===== src/rtl/mcpu_wb_sequencer.sv =====
// Write-back sequencer for MCPU_Registerfile: arbitrates EX/LD writes onto the single write port,
// frames regsetwb with stable operands and keeps a pending-write scoreboard for hazard checks.
module mcpu_wb_sequencer #(
    parameter int unsigned WORD_SIZE         = 16,
    parameter int unsigned OPERAND_SIZE      = 4,
    parameter int unsigned REGS_NUMBER_WIDTH = 4,
    localparam int unsigned REGISTERS_NUMBER = 1 << REGS_NUMBER_WIDTH
) (
    input  logic                        clk,
    input  logic                        rst_n,
    input  logic                        ex_valid,
    output logic                        ex_ready,
    input  logic [OPERAND_SIZE-1:0]     ex_dst,
    input  logic [OPERAND_SIZE-1:0]     ex_src,
    input  logic [1:0]                  ex_cmd,
    input  logic [WORD_SIZE-1:0]        ex_data,
    input  logic                        ld_valid,
    output logic                        ld_ready,
    input  logic [OPERAND_SIZE-1:0]     ld_dst,
    input  logic [WORD_SIZE-1:0]        ld_data,
    input  logic                        rsv_valid,
    input  logic [OPERAND_SIZE-1:0]     rsv_reg,
    input  logic [OPERAND_SIZE-1:0]     chk_a,
    input  logic [OPERAND_SIZE-1:0]     chk_b,
    output logic                        hazard,
    output logic [REGISTERS_NUMBER-1:0] busy,
    output logic                        wb_active,
    output logic [OPERAND_SIZE-1:0]     wb_op1,
    output logic [OPERAND_SIZE-1:0]     wb_op2,
    output logic [1:0]                  wb_cmd,
    output logic [WORD_SIZE-1:0]        wb_data,
    output logic                        regsetwb
);

    localparam logic [1:0] CMD_NORMAL = 2'd0;
    localparam logic [1:0] CMD_MOV    = 2'd1;
    localparam logic [1:0] CMD_LOAD   = 2'd2;
    localparam logic [1:0] CMD_NOP    = 2'd3;

    typedef enum logic [1:0] {
        ST_IDLE   = 2'd0,
        ST_SETUP  = 2'd1,
        ST_STROBE = 2'd2,
        ST_HOLD   = 2'd3
    } state_t;

    state_t                        state;
    logic                          ld_pref;
    logic                          grant_ex;
    logic                          grant_ld;
    logic                          ex_nop;
    logic [REGISTERS_NUMBER-1:0]   busy_next;
    logic [REGS_NUMBER_WIDTH-1:0]  wb_idx;
    logic [REGS_NUMBER_WIDTH-1:0]  ex_idx;
    logic [REGS_NUMBER_WIDTH-1:0]  rsv_idx;
    logic [REGS_NUMBER_WIDTH-1:0]  chk_a_idx;
    logic [REGS_NUMBER_WIDTH-1:0]  chk_b_idx;

    assign wb_idx    = wb_op1[REGS_NUMBER_WIDTH-1:0];
    assign ex_idx    = ex_dst[REGS_NUMBER_WIDTH-1:0];
    assign rsv_idx   = rsv_reg[REGS_NUMBER_WIDTH-1:0];
    assign chk_a_idx = chk_a[REGS_NUMBER_WIDTH-1:0];
    assign chk_b_idx = chk_b[REGS_NUMBER_WIDTH-1:0];

    // Round-robin grant: on conflict the requester not served last wins.
    always_comb begin
        grant_ex = 1'b0;
        grant_ld = 1'b0;
        if (state == ST_IDLE) begin
            grant_ex = ex_valid && (!ld_valid || !ld_pref);
            grant_ld = ld_valid && (!ex_valid || ld_pref);
        end
    end

    assign ex_ready = grant_ex;
    assign ld_ready = grant_ld;
    assign ex_nop   = grant_ex && (ex_cmd == CMD_NOP);
    assign hazard   = busy[chk_a_idx] | busy[chk_b_idx];

    // Scoreboard update: retirements clear first so a same-edge reservation wins.
    always_comb begin
        busy_next = busy;
        if (state == ST_HOLD) begin
            busy_next[wb_idx] = 1'b0;
        end
        if (ex_nop) begin
            busy_next[ex_idx] = 1'b0;
        end
        if (rsv_valid) begin
            busy_next[rsv_idx] = 1'b1;
        end
    end

    always_ff @(posedge clk or negedge rst_n) begin
        if (!rst_n) begin
            state     <= ST_IDLE;
            ld_pref   <= 1'b0;
            busy      <= '0;
            wb_active <= 1'b0;
            wb_op1    <= '0;
            wb_op2    <= '0;
            wb_cmd    <= CMD_NOP;
            wb_data   <= '0;
            regsetwb  <= 1'b0;
        end else begin
            busy <= busy_next;
            case (state)
                ST_IDLE: begin
                    if (grant_ex) begin
                        ld_pref <= 1'b1;
                        // DO_NOTHING only retires the scoreboard entry; port stays untouched.
                        if (!ex_nop) begin
                            state     <= ST_SETUP;
                            wb_active <= 1'b1;
                            wb_op1    <= ex_dst;
                            wb_op2    <= ex_src;
                            wb_cmd    <= (ex_cmd == CMD_MOV) ? CMD_MOV : CMD_NORMAL;
                            wb_data   <= ex_data;
                        end
                    end else if (grant_ld) begin
                        ld_pref   <= 1'b0;
                        state     <= ST_SETUP;
                        wb_active <= 1'b1;
                        wb_op1    <= ld_dst;
                        wb_op2    <= '0;
                        wb_cmd    <= CMD_LOAD;
                        wb_data   <= ld_data;
                    end
                end
                ST_SETUP: begin
                    state    <= ST_STROBE;
                    regsetwb <= 1'b1;
                end
                ST_STROBE: begin
                    state    <= ST_HOLD;
                    regsetwb <= 1'b0;
                end
                ST_HOLD: begin
                    state     <= ST_IDLE;
                    wb_active <= 1'b0;
                end
                default: begin
                    state <= ST_IDLE;
                end
            endcase
        end
    end

endmodule

===== config.mk =====
export PLATFORM = sky130hd
export DESIGN_NAME = mcpu_wb_sequencer
export DESIGN_NICKNAME = d
export VERILOG_FILES = /design/src/rtl/mcpu_wb_sequencer.sv
export SDC_FILE = /design/constraint.sdc
export NUM_CORES = 1
export LEC_CHECK = 0
export ABC_AREA = 1
export BUFFER_PORTS_ARGS = -buffer_cell sky130_fd_sc_hd__buf_2
export CORE_ASPECT_RATIO = 0.8
export CORE_MARGIN = 1.5
export CORE_UTILIZATION = 53
export DETAILED_ROUTE_END_ITERATION = 8
export PLACE_DENSITY = 0.87
export SLEW_MARGIN = 20
export SYNTH_ARGS = -nofsm -noshare
export SYNTH_HDL_FRONTEND = slang
export SYNTH_SLANG_ARGS = --single-unit
export TNS_END_PERCENT = 100

===== constraint.sdc =====
create_clock -name clk -period 4.5 [get_ports clk]
set_input_delay 0.45 -clock clk [delete_from_list [all_inputs] [get_ports clk]]
set_output_delay 0.45 -clock clk [all_outputs]
set_load 0.1 [all_outputs]

==> metrics.md <==
| Metric | Value |
|---|---|
| Status | `completed` |
| Flops & latches, synth | `47` |
| Final hold vios | `0` |
| 1st-pass router iterations | `5` |
| Register-to-register setup slack | `2.19 ns` |
| Mux cell area share after synthesis | `0%` |
| Ant diodes | `0` |
| Post-cts resize count | `0` |
| Worst slew margin | `55.7%` |
| Post-synthesis xor/xnor area fraction | `0%` |
| First-pass GRT wire length | `12900 microns` |
| # clock sinks | `47` |
| Worst-path fanout max | `24` |
| Synth unique cells | `23` |
| Drt drc | `0` |
| Sequential standard cell area | `1180 sq um` |
| Area grow syn2layout | `24.4%` |
| Syn Std Cell Area | `2780 sq um` |
| Tmin final | `2.73 ns` |
| Hold buffer count at CTS | `0` |
| CP Launch Type | `register` |
| CTS max path bufs | `2` |
| Post-Route WL | `8080 microns` |
| Post-Synth Adder-Cell Area | `1.35%` |
| Post-synth EDFFs | `0` |
| Largest family of logic cells by synthesized area | `simple AND/OR/NAND/NOR gates` |
| Most common cell in the synthesized netlist | `nand2_1` |
| Synth area leader | `dfrtp_1` |
| Commonest cells post-synth | `nand2_1 (86), nor2_1 (51), inv_1 (50)` |
| Vias in the first global route | `2731` |
| Max_cap viols | `0` |
| Final period util | `60.7%` |
| H-tree depth | `2` |
| Synth top area cells | `dfrtp_1 (40%), nand2_1 (12%), o31ai_2 (7.6%), nand3_1 (7.2%), nor2_1 (6.9%)` |
| Row Count | `23` |
| Synth warn | `0` |
| Filler instances | `413` |
| Setup CP Type | `reg2out` |
| Sequential-to-total area share from yosys stat | `42.3%` |
| Area share of the largest cell type after synthesis | `40.4%` |
| Finished Core Util | `68.8%` |
| Simple-gate share of the synthesized area | `26.7%` |
| Antenna Nets Post-Route | `0` |
| Worst skew pair latency | `0.30 ns` |
| Post-Synthesis Cells | `369` |
| Largest net degree at the start of global routing | `48` |
| Reg-to-reg critical path startpoint | `state[1]$_DFFE_PN0P_` |
| WL/cell | `15.0 microns` |
| Synth Area in Compound Gates | `20.0%` |
| Endpoints failing setup | `0` |
| Critical Path RT | `4.05 ns` |
| Setup TNS Final | `0 ns` |
| Port buffer count | `109` |
| Root Driver | `clkbuf_8` |
| Clock transition at path regs | `0.09 ns` |
| Initial Util | `55.3%` |
| Synthesized Nets | `435` |
| Global Route Usage Sum | `28.9%` |
| Final setup skew | `0.00884 ns` |
| Die width | `84.0 microns` |
| Total CTS buffers | `5` |
| IO Pins | `110` |
| HPWL Detailed | `6140 microns` |
| Die H | `67.8 microns` |
| Slew at the pin closest to its max-slew limit | `0.663 ns` |
| Vias/cell | `5.55` |
| GR Overflow Total | `0` |
| Core ar. | `5040 sq um` |
| FMAX | `0.366 GHz` |
| Initial antenna violation count | `0` |
| Async S/R FF share, synth | `100%` |
| Layout cell share with drive strength beyond 1 | `29.6%` |
| Multi-input gate area | `1340 sq um` |
| Layout net count | `541` |
| Final count of pins violating max slew | `0` |
| RSZ-0062 raised after global routing | `false` |
| Gp weighted congestion | `0.990` |
| Synth Flop Type | `dfrtp_1` |
| Crit end category | `output port` |
| Iteration-0 DRC Markers | `290` |
| CTS tree | `built` |
| Setup bufs post-CTS | `0` |
| Worst min path class | `in2async` |
| R2r endpoint | `wb_data[7]$_DFFE_PN0P_` |
| R2R cell count | `7` |
| Arrival time of the worst setup path | `2.28 ns` |
| DIE AREA | `5700 sq um` |
| Avg Synthesized Cell Area | `7.54 sq um` |
| Via Count | `2988` |
-- registers in the layout, summed over array words and instances (netlist names) --
register / count
busy: 16
ld_pref: 1
regsetwb: 1
state: 2
wb_active: 1
wb_cmd: 2
wb_data: 16
wb_op1: 4
wb_op2: 4
-- placed cells by master (no fill, tap or decap), types with 4 or more instances in the layout --
| master | synthesis | final |
|---|---|---|
| buf_2 | 7 | 108 |
| nand2_1 | 86 | 86 |
| nor2_1 | 51 | 51 |
| inv_1 | 50 | 50 |
| dfrtp_1 | 45 | 45 |
| nand3_1 | 40 | 40 |
| o21ai_0 | 35 | 35 |
| o31ai_2 | 17 | 17 |
| a21oi_1 | 9 | 9 |
| a31oi_1 | 6 | 6 |
| clkbuf_8 | 0 | 5 |
| o22ai_1 | 4 | 4 |
-- worst max-delay path, stage by stage (launching register included) --
cell     delay [ns]
dfrtp_1        0.42
inv_1          0.08
ha_1           0.27
nand2_2        0.11
a21oi_4        0.54
buf_2          0.55
-- kinds of logic after synthesis --
logic type | count (synthesis)
compound gates | 77
fa+ha+maj | 3
buf+inv | 61
flops | 47
simple gates | 181
-- worst max-delay path by stage --
stage                               startpoint               endpoint  slack [ns]  depth (start not counted)
after floorplan              busy[3]$_DFF_PN0_                 hazard        1.97                          8
after global placement    state[1]$_DFFE_PN0P_  wb_active$_DFFE_PN0P_        2.09                          8
after detailed placement  state[1]$_DFFE_PN0P_  wb_active$_DFFE_PN0P_        1.93                          8
after CTS                 state[1]$_DFFE_PN0P_               ex_ready        1.78                          5
after global routing      state[0]$_DFFE_PN0P_               ex_ready        1.63                          5
final                     state[1]$_DFFE_PN0P_               ex_ready        1.77                          5
-- per-layer routing --
metal  vias up  wire length (microns)  global-route usage, %
li1       1418                      -                      -
met1      1379                   3510                   39.8
met2       173                   3690                   45.6
met3        18                    756                   7.84
met4         0                    121                   8.40
met5         -                      0                      0
-- metrics by stage --
step                hold slack [ns]  cell area (sq um)  instances  worst slack (ns)
floorplan                     0.154               2780        369              1.97
global placement              0.464               3330        529              2.09
detailed placement            0.466               3330        529              1.93
CTS                           0.367               3430        537              1.78
global route                  0.215               3460        538              1.63
finish                        0.153               3460        538              1.77
-- layout make-up --
type,count,share of cell area (%)
flip-flops and latches,47,34.0
well taps,62,2.24
repair buffers,110,16.6
clock buffers,7,2.20
clock inverters,1,0.867
multi-input cells,261,38.6
inverters,50,5.42
Power is left out: the tool's default activity adds up to more than one toggle a clock period on the data nets, which glitch-free logic cannot reach.
